<file path="src/rtl/tmc_spi_responder_pkg.sv">
// Shared register map, frame layout and FSM encoding for the TMC-style SPI responder.
// The motor_driver side uses the same addresses, so keep this list in step with it.
package tmc_spi_responder_pkg;

  localparam int FRAME_BITS = 40;

  localparam logic [6:0] ADDR_GCONF      = 7'h00;
  localparam logic [6:0] ADDR_GSTAT      = 7'h01;
  localparam logic [6:0] ADDR_IHOLD_IRUN = 7'h10;
  localparam logic [6:0] ADDR_TPOWERDOWN = 7'h11;
  localparam logic [6:0] ADDR_TPWMTHRS   = 7'h13;
  localparam logic [6:0] ADDR_THIGH      = 7'h15;
  localparam logic [6:0] ADDR_CHOPCONF   = 7'h6C;
  localparam logic [6:0] ADDR_DRV_STATUS = 7'h6F;
  localparam logic [6:0] ADDR_PWMCONF    = 7'h70;
  localparam logic [6:0] ADDR_LOST_STEPS = 7'h73;

  localparam logic [7:0] WRITE_ADDR = 8'h80;

  typedef enum logic [1:0] {
    ST_IDLE,
    ST_SHIFT,
    ST_COMMIT
  } state_e;

  typedef struct packed {
    logic        wr;
    logic [6:0]  addr;
    logic [31:0] data;
  } frame_t;

  function automatic logic isWritable(input logic [6:0] addr);
    case (addr)
      ADDR_GCONF, ADDR_GSTAT, ADDR_IHOLD_IRUN, ADDR_TPOWERDOWN, ADDR_TPWMTHRS,
      ADDR_THIGH, ADDR_CHOPCONF, ADDR_PWMCONF: return 1'b1;
      default: return 1'b0;
    endcase
  endfunction

  // Upper nibble is reserved and always reads as zero.
  function automatic logic [7:0] statusByte(input logic [1:0] gstat, input logic [31:0] drvStatus);
    return {4'b0000, drvStatus[31], drvStatus[24], gstat[1], gstat[0]};
  endfunction

endpackage

</file>
<file path="src/rtl/tmc_spi_responder_if.sv">
// SPI bus lines between an initiator (master) and the responder (slave).
interface tmc_spi_responder_if;
  logic sclk_in;
  logic cs_n_in;
  logic mosi_in;
  logic miso_out;

  modport master (output sclk_in, output cs_n_in, output mosi_in, input miso_out);
  modport slave  (input sclk_in, input cs_n_in, input mosi_in, output miso_out);
endinterface

</file>
<file path="src/rtl/tmc_spi_responder_sync_edge.sv">
// Multi-flop synchronizer followed by a one-flop edge detector with rise/fall pulses.
module tmc_spi_responder_sync_edge #(
  parameter int   STAGES  = 2,
  parameter logic RST_VAL = 1'b1
) (
  input  logic clk_in,
  input  logic reset_in,
  input  logic d_i,
  output logic rise_o,
  output logic fall_o
);

  logic [STAGES-1:0] sync_q;
  logic              prev_q;

  always_ff @(posedge clk_in or posedge reset_in) begin
    if (reset_in) begin
      sync_q <= {STAGES{RST_VAL}};
      prev_q <= RST_VAL;
    end else begin
      sync_q <= {sync_q[STAGES-2:0], d_i};
      prev_q <= sync_q[STAGES-1];
    end
  end

  assign rise_o = sync_q[STAGES-1] & ~prev_q;
  assign fall_o = ~sync_q[STAGES-1] & prev_q;

endmodule

</file>
<file path="src/rtl/tmc_spi_responder.sv">
// SPI mode-3 target for 40-bit TMC2130-style frames: register file, status byte and
// read data that is returned one frame late (pipelined read latch).
module tmc_spi_responder
  import tmc_spi_responder_pkg::*;
#(
  parameter int          SYNC_STAGES  = 2,
  parameter logic [31:0] CHOPCONF_RST = 32'h00000000,
  parameter logic [31:0] GCONF_RST    = 32'h00000000
) (
  input  logic                  clk_in,
  input  logic                  reset_in,
  tmc_spi_responder_if.slave    spi,
  input  logic [31:0]           drv_status_in,
  input  logic                  drv_err_in,
  output logic [31:0]           gconf_out,
  output logic [31:0]           ihold_irun_out,
  output logic [31:0]           chopconf_out,
  output logic                  wr_strobe_out,
  output logic [6:0]            wr_addr_out,
  output logic                  frame_err_out
);

  logic sclkRise, sclkFall, csRise, csFall;
  logic [SYNC_STAGES-1:0] mosi_sync_q;
  logic mosiSync;

  state_e      state_q, state_d;
  logic [39:0] tx_sr_q, tx_sr_d;
  logic [39:0] rx_sr_q, rx_sr_d;
  logic [5:0]  bitcnt_q, bitcnt_d;
  logic        miso_q, miso_d;
  logic [31:0] read_latch_q, read_latch_d;
  logic [31:0] gconf_q, gconf_d;
  logic [1:0]  gstat_q, gstat_d;
  logic [31:0] ihold_irun_q, ihold_irun_d;
  logic [31:0] tpowerdown_q, tpowerdown_d;
  logic [31:0] tpwmthrs_q, tpwmthrs_d;
  logic [31:0] thigh_q, thigh_d;
  logic [31:0] chopconf_q, chopconf_d;
  logic [31:0] pwmconf_q, pwmconf_d;
  logic        wr_strobe_q, wr_strobe_d;
  logic [6:0]  wr_addr_q, wr_addr_d;
  logic        frame_err_q, frame_err_d;
  frame_t      frame;

  tmc_spi_responder_sync_edge #(.STAGES(SYNC_STAGES), .RST_VAL(1'b1)) u_sclk_sync (
    .clk_in   (clk_in),
    .reset_in (reset_in),
    .d_i      (spi.sclk_in),
    .rise_o   (sclkRise),
    .fall_o   (sclkFall)
  );

  tmc_spi_responder_sync_edge #(.STAGES(SYNC_STAGES), .RST_VAL(1'b1)) u_cs_sync (
    .clk_in   (clk_in),
    .reset_in (reset_in),
    .d_i      (spi.cs_n_in),
    .rise_o   (csRise),
    .fall_o   (csFall)
  );

  // mosi only needs the same delay as sclk so it lines up with the detected rise.
  always_ff @(posedge clk_in or posedge reset_in) begin
    if (reset_in) begin
      mosi_sync_q <= '0;
    end else begin
      mosi_sync_q <= {mosi_sync_q[SYNC_STAGES-2:0], spi.mosi_in};
    end
  end

  assign mosiSync = mosi_sync_q[SYNC_STAGES-1];
  assign frame    = rx_sr_q;

  always_ff @(posedge clk_in or posedge reset_in) begin
    if (reset_in) begin
      state_q      <= ST_IDLE;
      tx_sr_q      <= '0;
      rx_sr_q      <= '0;
      bitcnt_q     <= '0;
      miso_q       <= 1'b0;
      read_latch_q <= '0;
      gconf_q      <= GCONF_RST;
      gstat_q      <= 2'b01;
      ihold_irun_q <= '0;
      tpowerdown_q <= '0;
      tpwmthrs_q   <= '0;
      thigh_q      <= '0;
      chopconf_q   <= CHOPCONF_RST;
      pwmconf_q    <= '0;
      wr_strobe_q  <= 1'b0;
      wr_addr_q    <= '0;
      frame_err_q  <= 1'b0;
    end else begin
      state_q      <= state_d;
      tx_sr_q      <= tx_sr_d;
      rx_sr_q      <= rx_sr_d;
      bitcnt_q     <= bitcnt_d;
      miso_q       <= miso_d;
      read_latch_q <= read_latch_d;
      gconf_q      <= gconf_d;
      gstat_q      <= gstat_d;
      ihold_irun_q <= ihold_irun_d;
      tpowerdown_q <= tpowerdown_d;
      tpwmthrs_q   <= tpwmthrs_d;
      thigh_q      <= thigh_d;
      chopconf_q   <= chopconf_d;
      pwmconf_q    <= pwmconf_d;
      wr_strobe_q  <= wr_strobe_d;
      wr_addr_q    <= wr_addr_d;
      frame_err_q  <= frame_err_d;
    end
  end

  always_comb begin
    state_d      = state_q;
    tx_sr_d      = tx_sr_q;
    rx_sr_d      = rx_sr_q;
    bitcnt_d     = bitcnt_q;
    miso_d       = miso_q;
    read_latch_d = read_latch_q;
    gconf_d      = gconf_q;
    gstat_d      = gstat_q;
    ihold_irun_d = ihold_irun_q;
    tpowerdown_d = tpowerdown_q;
    tpwmthrs_d   = tpwmthrs_q;
    thigh_d      = thigh_q;
    chopconf_d   = chopconf_q;
    pwmconf_d    = pwmconf_q;
    wr_strobe_d  = 1'b0;
    wr_addr_d    = wr_addr_q;
    frame_err_d  = 1'b0;

    case (state_q)
      ST_IDLE: begin
        miso_d = 1'b0;
        if (csFall) begin
          tx_sr_d  = {statusByte(gstat_q, drv_status_in), read_latch_q};
          miso_d   = tx_sr_d[39];
          bitcnt_d = '0;
          state_d  = ST_SHIFT;
        end
      end

      ST_SHIFT: begin
        if (sclkRise) begin
          rx_sr_d = {rx_sr_q[38:0], mosiSync};
          if (bitcnt_q != 6'd63) begin
            bitcnt_d = bitcnt_q + 6'd1;
          end
        end
        // The leading fall of mode 3 presents bit 39, which is already on miso from the load.
        if (sclkFall && (bitcnt_q != 6'd0)) begin
          tx_sr_d = {tx_sr_q[38:0], 1'b0};
          miso_d  = tx_sr_q[38];
        end
        if (csRise) begin
          state_d = ST_COMMIT;
        end
      end

      ST_COMMIT: begin
        state_d = ST_IDLE;
        miso_d  = 1'b0;
        if (bitcnt_q == 6'(FRAME_BITS)) begin
          if (frame.wr && isWritable(frame.addr)) begin
            wr_strobe_d = 1'b1;
            wr_addr_d   = frame.addr;
            case (frame.addr)
              ADDR_GCONF:      gconf_d      = frame.data;
              ADDR_GSTAT:      gstat_d      = gstat_q & ~frame.data[1:0];
              ADDR_IHOLD_IRUN: ihold_irun_d = frame.data;
              ADDR_TPOWERDOWN: tpowerdown_d = frame.data;
              ADDR_TPWMTHRS:   tpwmthrs_d   = frame.data;
              ADDR_THIGH:      thigh_d      = frame.data;
              ADDR_CHOPCONF:   chopconf_d   = frame.data;
              ADDR_PWMCONF:    pwmconf_d    = frame.data;
              default: ;
            endcase
          end
          case (frame.addr)
            ADDR_GCONF:      read_latch_d = gconf_d;
            ADDR_GSTAT:      read_latch_d = {30'd0, gstat_d};
            ADDR_IHOLD_IRUN: read_latch_d = ihold_irun_d;
            ADDR_TPOWERDOWN: read_latch_d = tpowerdown_d;
            ADDR_TPWMTHRS:   read_latch_d = tpwmthrs_d;
            ADDR_THIGH:      read_latch_d = thigh_d;
            ADDR_CHOPCONF:   read_latch_d = chopconf_d;
            ADDR_DRV_STATUS: read_latch_d = drv_status_in;
            ADDR_PWMCONF:    read_latch_d = pwmconf_d;
            default:         read_latch_d = '0;
          endcase
          if (!frame.wr && (frame.addr == ADDR_GSTAT)) begin
            gstat_d = 2'b00;
          end
        end else begin
          frame_err_d = 1'b1;
        end
      end

      default: state_d = ST_IDLE;
    endcase

    // A driver error arriving in the same cycle as a clear must not be lost.
    if (drv_err_in) begin
      gstat_d[1] = 1'b1;
    end
  end

  assign spi.miso_out   = miso_q & ~spi.cs_n_in;
  assign gconf_out      = gconf_q;
  assign ihold_irun_out = ihold_irun_q;
  assign chopconf_out   = chopconf_q;
  assign wr_strobe_out  = wr_strobe_q;
  assign wr_addr_out    = wr_addr_q;
  assign frame_err_out  = frame_err_q;

endmodule

</file>
<file path="src/flat_wrapper.sv">
// flat-port wrapper written by rule: the top's interface ports become plain ports
module tmc_spi_responder_flat import tmc_spi_responder_pkg::*;
#(
  parameter int          SYNC_STAGES  = 2,
  parameter logic [31:0] CHOPCONF_RST = 32'h00000000,
  parameter logic [31:0] GCONF_RST    = 32'h00000000
)
  (clk_in, reset_in, drv_status_in, drv_err_in, gconf_out, ihold_irun_out, chopconf_out, wr_strobe_out, wr_addr_out, frame_err_out, spi_sclk_in, spi_cs_n_in, spi_mosi_in, spi_miso_out);
  tmc_spi_responder_if spi_i ();
  input  logic clk_in;
  input  logic reset_in;
  input  logic [31:0] drv_status_in;
  input  logic drv_err_in;
  output logic [31:0] gconf_out;
  output logic [31:0] ihold_irun_out;
  output logic [31:0] chopconf_out;
  output logic wr_strobe_out;
  output logic [6:0] wr_addr_out;
  output logic frame_err_out;
  input wire logic [$bits(spi_i.sclk_in)-1:0] spi_sclk_in;
  input wire logic [$bits(spi_i.cs_n_in)-1:0] spi_cs_n_in;
  input wire logic [$bits(spi_i.mosi_in)-1:0] spi_mosi_in;
  output wire logic [$bits(spi_i.miso_out)-1:0] spi_miso_out;
  assign spi_i.sclk_in = spi_sclk_in;
  assign spi_i.cs_n_in = spi_cs_n_in;
  assign spi_i.mosi_in = spi_mosi_in;
  assign spi_miso_out = spi_i.miso_out;
  tmc_spi_responder #(.SYNC_STAGES(SYNC_STAGES), .CHOPCONF_RST(CHOPCONF_RST), .GCONF_RST(GCONF_RST)) u_core (.clk_in(clk_in), .reset_in(reset_in), .spi(spi_i), .drv_status_in(drv_status_in), .drv_err_in(drv_err_in), .gconf_out(gconf_out), .ihold_irun_out(ihold_irun_out), .chopconf_out(chopconf_out), .wr_strobe_out(wr_strobe_out), .wr_addr_out(wr_addr_out), .frame_err_out(frame_err_out));
endmodule
</file>
<file path="config.mk">
export PLATFORM = sky130hd
export DESIGN_NAME = tmc_spi_responder_flat
export DESIGN_NICKNAME = d
export VERILOG_FILES = /design/src/rtl/tmc_spi_responder_pkg.sv /design/src/rtl/tmc_spi_responder_if.sv /design/src/rtl/tmc_spi_responder_sync_edge.sv /design/src/rtl/tmc_spi_responder.sv /design/src/flat_wrapper.sv
export SDC_FILE = /design/constraint.sdc
export NUM_CORES = 1
export LEC_CHECK = 0
export ABC_CLOCK_PERIOD_IN_PS = 20000
export BUFFER_PORTS_ARGS = -buffer_cell sky130_fd_sc_hd__buf_2
export CORE_UTILIZATION = 60
export DETAILED_ROUTE_END_ITERATION = 12
export HOLD_SLACK_MARGIN = 0.1
export PLACE_DENSITY_LB_ADDON = 0.05
export SLEW_MARGIN = 25
export SYNTH_ARGS = -nofsm -noshare
export SYNTH_HDL_FRONTEND = slang
export SYNTH_SLANG_ARGS = --single-unit
</file>
<file path="constraint.sdc">
create_clock -name clk_in -period 20 [get_ports clk_in]
set_input_delay 4 -clock clk_in [delete_from_list [all_inputs] [get_ports clk_in]]
set_output_delay 4 -clock clk_in [all_outputs]
set_load 0.02 [all_outputs]
</file>
==> results of run 1 <==
[stage by stage]
stage	setup WS, ns	total power, mW	instance area (sq um)
6_report	11.63	1.64	18600
2_1_floorplan	5.94	0.915	16500
4_1_cts	11.62	1.65	18600
3_3_place_gp	11.63	0.949	17300
5_1_grt	11.56	1.69	18600
3_5_place_dp	11.62	0.953	17300
[routing by layer]
metal | vias to the layer above | track usage | wire [um]
met5 | - | 0 | 0
met4 | 0 | 0.107 | 1250
met3 | 97 | 0.0513 | 2700
met2 | 421 | 0.495 | 20600
li1 | 5008 | - | -
met1 | 6069 | 0.456 | 19300
[report_power, final]
part | leakage (nW) | internal (mW) | total, mW | switching [mW]
clock | 0.611 | 0.412 | 0.697 | 0.285
sequential | 4.79 | 0.784 | 0.833 | 0.0483
combinational | 3.69 | 0.0455 | 0.109 | 0.0638
[cells in the final DEF (no fill, tap or decap), drive strengths merged, types with 4 or more instances in the layout]
cell	count
buf	169
nand2	84
and3	6
o22ai	19
o21ai	53
clkinv	7
mux2	287
nand2b	6
a211oi	14
nor2b	5
clkbuf	57
a21o	12
o221ai	13
and2	8
dfstp	7
dfrtp	356
nand3	11
inv	8
a22o	27
a21oi	33
mux2i	63
a221oi	4
nor2	65
xnor2	4
a22oi	26
nor3	8
a222oi	39
[synth_stat cells, types with 5 or more instances]
cell type,count
mux2i_1,63
nor2_1,63
nand2_1,84
nand2b_1,6
clkbuf_1,98
o21ai_0,53
nor3_1,6
a222oi_1,39
nand3_1,10
o22ai_1,19
a22o_1,27
and3_1,6
mux2_2,248
buf_2,23
a21o_1,12
a22oi_1,26
and2_1,7
o221ai_1,13
nor2b_1,5
inv_1,7
mux2_1,39
buf_4,7
a21oi_1,33
dfstp_2,7
a211oi_1,13
dfrtp_1,356
[worst reg2reg max path, stage by stage (launching register included)]
cell	delay (ns)
dfrtp_2	0.39
buf_4	0.37
or3_1	0.60
nor2_4	0.80
nand2_1	0.41
a31oi_2	0.92
a222oi_1	0.31
a211oi_1	0.31
[registers in the layout, summed over array words and instances (netlist names)]
signal                     cells
u_core.thigh_q                32
u_core.gconf_out              32
u_core.tpowerdown_q           32
u_core.mosi_sync_q             2
u_core.wr_addr_out             7
u_core.pwmconf_q              32
u_core.miso_q                  1
u_core.u_sclk_sync.prev_q      1
u_core.frame_err_out           1
u_core.wr_strobe_out           1
u_core.u_cs_sync.prev_q        1
u_core.tpwmthrs_q             32
u_core.ihold_irun_out         32
u_core.tx_sr_q                39
u_core.bitcnt_q                6
u_core.frame                  40
u_core.read_latch_q           32
u_core.u_sclk_sync.sync_q      2
u_core.state_q                 2
u_core.gstat_q                 2
u_core.u_cs_sync.sync_q        2
u_core.chopconf_out           32
[final cells by class]
cell class                 instances  area share
multi-input combinational        822       0.370
sequential                       363       0.489
clock buffer                      57      0.0622
inverter                           8     0.00202
tap                              341      0.0230
clock inverter                     8     0.00411
timing repair buffer             169      0.0497
[cells by family after synthesis]
family          synth area share
flops                      0.552
mux                        0.235
xor+xnor                 0.00266
buf+inv                   0.0353
compound gates             0.117
simple gates              0.0570
fa+ha+maj                0.00152
[final timing paths]
kind,endpoint,slack (ns)
setup / recovery,spi_miso_out,11.63
hold / removal,u_core.mosi_sync_q[1],0.35
setup reg to reg,u_core.read_latch_q[20],15.77
hold reg to reg,u_core.mosi_sync_q[1],0.35
max in group asynchronous,u_core.thigh_q[15],14.06
min in group asynchronous,u_core.wr_addr_out[6],3.64
==> qor.yml, run 1 <==
outcome: "complete, no violations"
vias_per_cell: 6.56
dp_hpwl_um: 25200
endpoint_kind: "primary output"
drv_cap: 0
instances_no_fill: 1768
cts_setup_buffers: 0
crit_path_start: "spi_cs_n_in"
hold_start: "u_core.mosi_sync_q[0]"
clkLatencyLatePin_ns: 0.52
register_area_sq_mm: 0.00909
die_h_um: 168
power_density_mw_per_mm2: 88.2
drt_iter0_drc: 1071
ys_warn_count: 0
netlist_instances: 1325
yosys-top-cells-area: "dfrtp_1, mux2_2, mux2i_1, mux2_1, a222oi_1"
antenna_found_initial: 0
synth_edf_count: 0
worst_pin_slew_ns: 1.08
diodes: 0
setup_violations: 0
r2r_cells: 7
cts_buffers: 38
num_vias: 11600
critPathTopFamily: "buffers and inverters"
design.die.area_sq_mm: 0.0281
clk_pin_slew_ns: 0.06
ant_nets: 0
die_x_um: 168
finalMaxSlewViolations: 0
drive_gt1_frac: 0.357
crit_path_max_incr_delay_ns: 0.17
synth_nets: 1365
crit_cells: 3
htree_levels: 2
grt_use_total: 0.318
nets: 1442
cp-start-kind: "primary input"
whs_path_depth: 0
p_leak_nw: 9.09
wl_per_cell_um: 24.8
crit_required_ns: 16.00
ys_seq_area_frac: 0.552
path_class: "in -> out"
clk_path_buf_depth: 3
final_util: 0.690
core-area_sq_mm: 0.0270
final_hold_viol_count: 0
cp_slowest_cell: "buf_2"
cts_num_sinks: 363
drt_pass1_iterations: 6
cts_tree: "yes"
grt_pass1_vias: 11500
start_util: 0.611
crit_top_cell: "buf_2"
dp.cells: 1703
synth.ff_latch_count: 363
dominantRegCellSynth: "dfrtp_1"
hold_buffers: 0
r2r_start: "u_core.frame[33]"
synth_top_area_frac: 0.541
peakVddDrop_mv: 0.0714
grt_first_pass_wirelength_um: 68000
synthArstFlopShare: 1.00
multiInputGateArea_sq_mm: 0.00687
synth_top_cell_by_area: "dfrtp_1"
place.gp.congestion: 0.844
holdWs_ns: 0.354
post-route-period-util: 0.419
period_needed_ns: 8.37
grt_overflow_total: 0
port_buffers: 143
drc: 0
max_freq_mhz: 119
clockRootBuffer: "clkbuf_16"
grt_max_degree: 173
num-fill-cells: 2015
path_cells: "buf_2, nor2b_1, buf_2"
wl_um: 43800
num_rows: 60
cts_resized: 0
post_synth.cell_area_avg_sq_um: 12.4
setup_tns_ns: 0
rsz0062_at_grt: "false"
ioPinCount: 144
fin_skew_ns: 0.0214
netlist_area_sq_mm: 0.0165
syn_to_final_growth_pct: 12.9
cp_max_fo: 2
critical_path_arrival_ns: 4.37
cp_num_buf_inv: 2
slew_headroom: 0.277
hold_path.class: "reg -> reg"
ys_types: 66
Note: power is estimated with default switching activity, not from simulation.
==> run 2: changes to the inputs <==
- ABC_CLOCK_PERIOD_IN_PS: 20000 -> 7700
- CORE_UTILIZATION: 60 -> 54
- clock period: 20 -> 7.7 ns (I/O delays scaled with it)
==> run 2 against run 1 <==
Compared with the run above:
- global-route usage fell by 2.1 points
- setup slack got worse by 7.4 ns
- non-clock buffer count increased by 6
- routed wire length rose by 2.8%
- core utilization fell by 5.9 points
- cell area grew 1.1%
- first-iteration DRC count is 14% lower
- die area grew 11%
- critical path type is now reg -> reg
- largest cell class unchanged
- highest routed layer unchanged
==> qor.yml, run 2 (synthesis results as in run 1) <==
use_met3: 0.0533  # was 0.0513
r2r_start: "u_core.bitcnt_q[0]"  # was u_core.frame[33]
final_hold_viol_count: 0  # unchanged
hold_path.class: "reg -> reg"  # unchanged
cts_num_sinks: 363  # unchanged
hold_start: "u_core.mosi_sync_q[0]"  # unchanged
seqPwrFrac: 0.497  # was 0.508
cp-start-kind: "register"  # was primary input
nets: 1450  # was 1442
setup_violations: 0  # unchanged
instances_no_fill: 1831  # was 1768
endpoint_kind: "register"  # was primary output
max_freq_mhz: 286
swShare: 0.242  # about the same
design.die.area_sq_mm: 0.0312  # was 0.0281 sq mm
grt.met2_usage: 0.454  # was 0.495
ioPinCount: 144  # unchanged
final_cell_mix: "dfrtp_1, mux2_2, buf_2"  # unchanged
cts_setup_buffers: 0  # unchanged
r2r_setup_slack_ns: 4.21  # was 15.77 ns
place.gp.congestion: 0.853  # was 0.844
hold_buffers: 0  # unchanged
drc: 0  # unchanged
hold_end: "u_core.mosi_sync_q[1]"  # unchanged
period_needed_ns: 3.49
core-area_sq_mm: 0.0298  # was 0.0270 sq mm
wl_um: 45100  # was 43800 um
grt_max_degree: 160  # was 173
htree_levels: 2  # unchanged
drv_cap: 0  # unchanged
p_leak_nw: 9.18  # was 9.09 nW
clockPowerShare: 0.439  # was 0.425
worst_pin_slew_ns: 1.01  # was 1.08 ns
clkLatencyLatePin_ns: 0.53  # was 0.52 ns
drt_iter0_drc: 924  # was 1071
final_util: 0.631  # was 0.690
use_met1: 0.427  # was 0.456
setup_tns_ns: 0  # unchanged
finalMaxSlewViolations: 0  # unchanged
combPwrFrac: 0.065  # was 0.067
antenna_found_initial: 0  # unchanged
post-route-period-util: 0.454
p_switching_mw: 1.05  # was 0.397 mW
totalPowerFinal_mw: 4.36  # was 1.64 mW
power_density_mw_per_mm2: 232  # was 88.2 mW/mm^2
rsz0062_at_grt: "false"  # unchanged
cts_tree: "yes"  # unchanged
port_buffers: 143  # unchanged
drive_gt1_frac: 0.363  # was 0.357
crit_required_ns: 8.11  # was 16.00 ns
syn_to_final_growth_pct: 14.2  # was 12.9%
die_h_um: 177  # was 168 um
path_class: "reg -> reg"  # was in -> out
cts_buffers: 40  # was 38
power.internal_mw: 3.30  # was 1.24 mW
critical_path_arrival_ns: 3.90  # was 4.37 ns
largest_register_ffs: 40  # unchanged
num_rows: 63  # was 60
grt_first_pass_wirelength_um: 69700  # was 68000 um
outcome: "complete, no violations"  # unchanged
r2r_cells: 10  # was 7
die_x_um: 177  # was 168 um
diodes: 0  # unchanged
grt_use_total: 0.297  # was 0.318
clockRootBuffer: "clkbuf_16"  # unchanged
slew_headroom: 0.324  # was 0.277
ant_nets: 0  # unchanged
peakVddDrop_mv: 0.165  # was 0.0714 mV
start_util: 0.553  # was 0.611
r2r-end: "u_core.pwmconf_q[21]"  # was u_core.read_latch_q[20]
path_cells: "inv_1, ha_1, nor3b_1, nand3_1, nor2_2, buf_4, nand2_1, nor2_4, buf_4, mux2_2"  # was buf_2, nor2b_1, buf_2
grt_most_used_layer: "met2"  # unchanged
fin_skew_ns: 0.0149  # was 0.0214 ns
final_common_cell: "dfrtp_1"  # unchanged
clk_pin_slew_ns: 0.06  # about the same
crit_path_max_incr_delay_ns: 0.61  # was 0.17 ns
drt_pass1_iterations: 5  # was 6
clk_path_buf_depth: 3  # unchanged
cp_max_fo: 32  # was 2
dp.cells: 1758  # was 1703
num_vias: 11400  # was 11600
crit_top_cell: "buf_4"  # was buf_2
wl_per_cell_um: 24.6  # was 24.8 um
vias_per_cell: 6.24  # was 6.56
cts_resized: 0  # unchanged
grt_pass1_vias: 11400  # was 11500
dp_hpwl_um: 26400  # was 25200 um
cp_slowest_cell: "nor2_4"  # was buf_2
grt_overflow_total: 0  # unchanged
whs_path_depth: 0  # unchanged
crit_path_start: "u_core.bitcnt_q[0]"  # was spi_cs_n_in
## run 2: changes by cell type in the layout (fill, tap and decap cells not counted), sizes merged
cell	delta
buf	+6
clkinvlp	+2
clkbuf	+4
inv	+2
## run 2: final cells by class
class / count / area (sq um)
clock inverters: 12 / 101
repair buffers: 175 / 972
clock buffers: 61 / 1240
inverters: 8 / 33.8
flip-flops and latches: 363 / 9090
well taps: 390 / 488
multi-input cells: 822 / 6870
fillers: 2376 / 11000
## run 2: per-layer routing
metal,vias up,share of wire
li1,5032,-
met3,102,0.060
met4,0,0.030
met2,399,0.46
met5,-,0
met1,5886,0.45
## run 2: worst max-delay path, delay by kind of cell (launching register included)
family	cells	cell delay, ns
simple gates	5	1.44
buf+inv	3	0.98
flops	1	0.39
mux	1	0.38
fa+ha+maj	1	0.14
## run 2: worst max path at each step
| stage | endpoint | slack, ns | cells past startpoint |
|---|---|---|---|
| floorplan | u_core.bitcnt_q[0] | 1.30 | 1 |
| global placement | u_core.tpwmthrs_q[8] | 3.94 | 10 |
| detailed placement | u_core.tpwmthrs_q[8] | 3.81 | 10 |
| CTS | u_core.tpwmthrs_q[7] | 3.78 | 10 |
| global route | u_core.pwmconf_q[29] | 3.97 | 10 |
| finish | u_core.pwmconf_q[21] | 4.21 | 10 |
## run 2: metrics by stage
step	worst slack [ns]	hold WS, ns	area [sq um]
floorplan	1.30	0.331	16500
global placement	3.94	0.335	17400
detailed placement	3.81	0.343	17400
CTS	3.78	0.353	18800
global route	3.97	0.351	18800
finish	4.21	0.354	18800
## run 2: power groups by stage
stage | logic, mW | registers (mW) | clock network, mW
finish | 0.282 | 2.16 | 1.91
floorplan | 0.255 | 2.12 | 0
detailed placement | 0.286 | 2.19 | 0
global placement | 0.277 | 2.19 | 0
CTS | 0.287 | 2.16 | 1.95
global route | 0.327 | 2.18 | 2.03
==> run 3: changes to the inputs <==
- ABC_CLOCK_PERIOD_IN_PS: 7700 -> 3400
- CORE_UTILIZATION: 54 -> 60
- clock period: 7.7 -> 3.4 ns (I/O delays scaled with it)
==> run 3 against run 2 <==
Compared with the run above:
- combinational power grew 140%
- cell area is essentially flat
- largest power group unchanged
- critical path type unchanged
- first-iteration DRC count grew 34%
==> qor.yml, run 3 (synthesis results as in run 1) <==
outcome: "complete, no violations"  # unchanged
grt_first_pass_wirelength_um: 70400  # was 69700 um
seqPwrFrac: 0.514  # was 0.497
fin_skew_ns: 0.0112  # was 0.0149 ns
antenna_found_initial: 0  # unchanged
drt_pass1_iterations: 7  # was 5
cts_setup_buffers: 0  # unchanged
cts_buffers: 38  # was 40
swShare: 0.246  # was 0.242
clockPowerShare: 0.416  # was 0.439
setup_tns_ns: 0  # unchanged
path_cells: "inv_1, ha_1, nor3b_1, nand3_1, nor2_2, nand2_1, nor2_4, buf_12, mux2_2"  # was inv_1, ha_1, nor3b_1, nand3_1, nor2_2, buf_4, nand2_1, nor2_4, buf_4, mux2_2
peakVddDrop_mv: 0.424  # was 0.165 mV
ant_nets: 0  # unchanged
hold_buffers: 0  # unchanged
drive_gt1_frac: 0.363  # about the same
rsz0062_at_grt: "false"  # unchanged
combPwrFrac: 0.070  # was 0.065
design.die.area_sq_mm: 0.0281  # was 0.0312 sq mm
r2r_start: "u_core.bitcnt_q[0]"  # unchanged
path_class: "reg -> reg"  # unchanged
crit_required_ns: 3.81  # was 8.11 ns
nets: 1469  # was 1450
clockRootBuffer: "clkbuf_16"  # unchanged
wl_per_cell_um: 25.0  # was 24.6 um
vias_per_cell: 6.53  # was 6.24
cp_slowest_cell: "nor2_4"  # unchanged
final_hold_viol_count: 0  # unchanged
endpoint_kind: "register"  # unchanged
worst_pin_slew_ns: 0.976  # was 1.01 ns
die_x_um: 168  # was 177 um
diodes: 0  # unchanged
num_vias: 11700  # was 11400
wl_um: 44700  # was 45100 um
period_needed_ns: 2.91  # was 3.49 ns
crit_path_start: "u_core.bitcnt_q[0]"  # unchanged
drv_cap: 0  # unchanged
cts_num_sinks: 363  # unchanged
grt_pass1_vias: 11900  # was 11400
hold_path.class: "in -> async"  # was reg -> reg
finalMaxSlewViolations: 0  # unchanged
drc: 0  # unchanged
critical_path_arrival_ns: 3.31  # was 3.90 ns
htree_levels: 2  # unchanged
num_rows: 60  # was 63
ioPinCount: 144  # unchanged
clk_pin_slew_ns: 0.06  # about the same
post-route-period-util: 0.855  # was 0.454
syn_to_final_growth_pct: 14.2  # about the same
cp_num_buf_inv: 2  # was 3
grt_overflow_total: 0  # unchanged
clkLatencyLatePin_ns: 0.53  # about the same
power_density_mw_per_mm2: 509  # was 232 mW/mm^2
place.gp.congestion: 0.892  # was 0.853
critPathTopFamily: "simple AND/OR/NAND/NOR gates"  # unchanged
start_util: 0.611  # was 0.553
cp-start-kind: "register"  # unchanged
final_common_cell: "dfrtp_1"  # unchanged
power.internal_mw: 7.21  # was 3.30 mW
drt_iter0_drc: 1238  # was 924
core-area_sq_mm: 0.0270  # was 0.0298 sq mm
slew_headroom: 0.347  # was 0.324
grt_max_degree: 114  # was 160
grt_use_total: 0.329  # was 0.297
die_h_um: 168  # was 177 um
largest_register_ffs: 40  # unchanged
cp_max_fo: 12  # was 32
holdWs_ns: 0.214  # was 0.354 ns
p_leak_nw: 9.21  # was 9.18 nW
p_switching_mw: 2.35  # was 1.05 mW
port_buffers: 143  # unchanged
max_freq_mhz: 344  # was 286 MHz
cts_resized: 0  # unchanged
clk_path_buf_depth: 3  # unchanged
setup_violations: 0  # unchanged
final_cell_mix: "dfrtp_1, mux2_2, buf_2"  # unchanged
dp_hpwl_um: 28000  # was 26400 um
cts_tree: "yes"  # unchanged
crit_path_max_incr_delay_ns: 0.57  # was 0.61 ns
[run 3: changes by cell type in the layout (fill, tap and decap cells not counted), moves of 2 or more]
cell | before | now
buf_4 | 30 | 43
clkinv_2 | 7 | 5
buf_12 | 1 | 10
clkbuf_16 | 41 | 39
clkbuf_8 | 14 | 3
clkbuf_1 | 6 | 10
[run 3: metal layers]
metal  GRT usage  vias up  share of wire
met2       0.512      488           0.47
met3      0.0494      104          0.064
met4       0.119        0          0.031
met1       0.473     6040           0.43
li1            -     5065              -
met5           0        -              0
[run 3: area by class of cell]
cell class	instances	area, sq um
clock buffer	52	1050
clock inverter	10	109
fill	1935	8150
inverter	8	33.8
multi-input combinational	822	6840
sequential	363	9090
tap	341	427
timing repair buffer	196	1240
[run 3: through the flow]
step	worst slack, ns	power (mW)	cells	util	instance area [sq um]
2_1_floorplan	-2.14	5.39	1325	-	16500
3_3_place_gp	0.597	5.61	1730	0.654	17600
3_5_place_dp	0.553	5.64	1730	0.654	17600
4_1_cts	0.521	9.61	1792	0.698	18800
5_1_grt	0.287	9.91	1792	0.698	18800
6_report	0.493	9.56	1792	0.698	18800
[run 3: final timing paths]
path / to / slack [ns] / cells after the start
worst min register to register: u_core.mosi_sync_q[1] / 0.35 / 0
max in group asynchronous: u_core.pwmconf_q[4] / 2.19 / 4
worst min-delay path: u_core.frame[33] / 0.21 / 2
worst max-delay path: u_core.pwmconf_q[26] / 0.49 / 9
worst max register to register: u_core.pwmconf_q[26] / 0.49 / 9
min in group clk_in: u_core.u_sclk_sync.sync_q[0] / 0.26 / 1
[run 3: power groups by stage]
stage | clock, mW | sequential (mW) | combinational [mW]
after floorplan | 0 | 4.81 | 0.577
after global placement | 0 | 4.96 | 0.642
after detailed placement | 0 | 4.98 | 0.666
after CTS | 4.03 | 4.91 | 0.677
after global routing | 4.19 | 4.95 | 0.772
final | 3.98 | 4.92 | 0.666
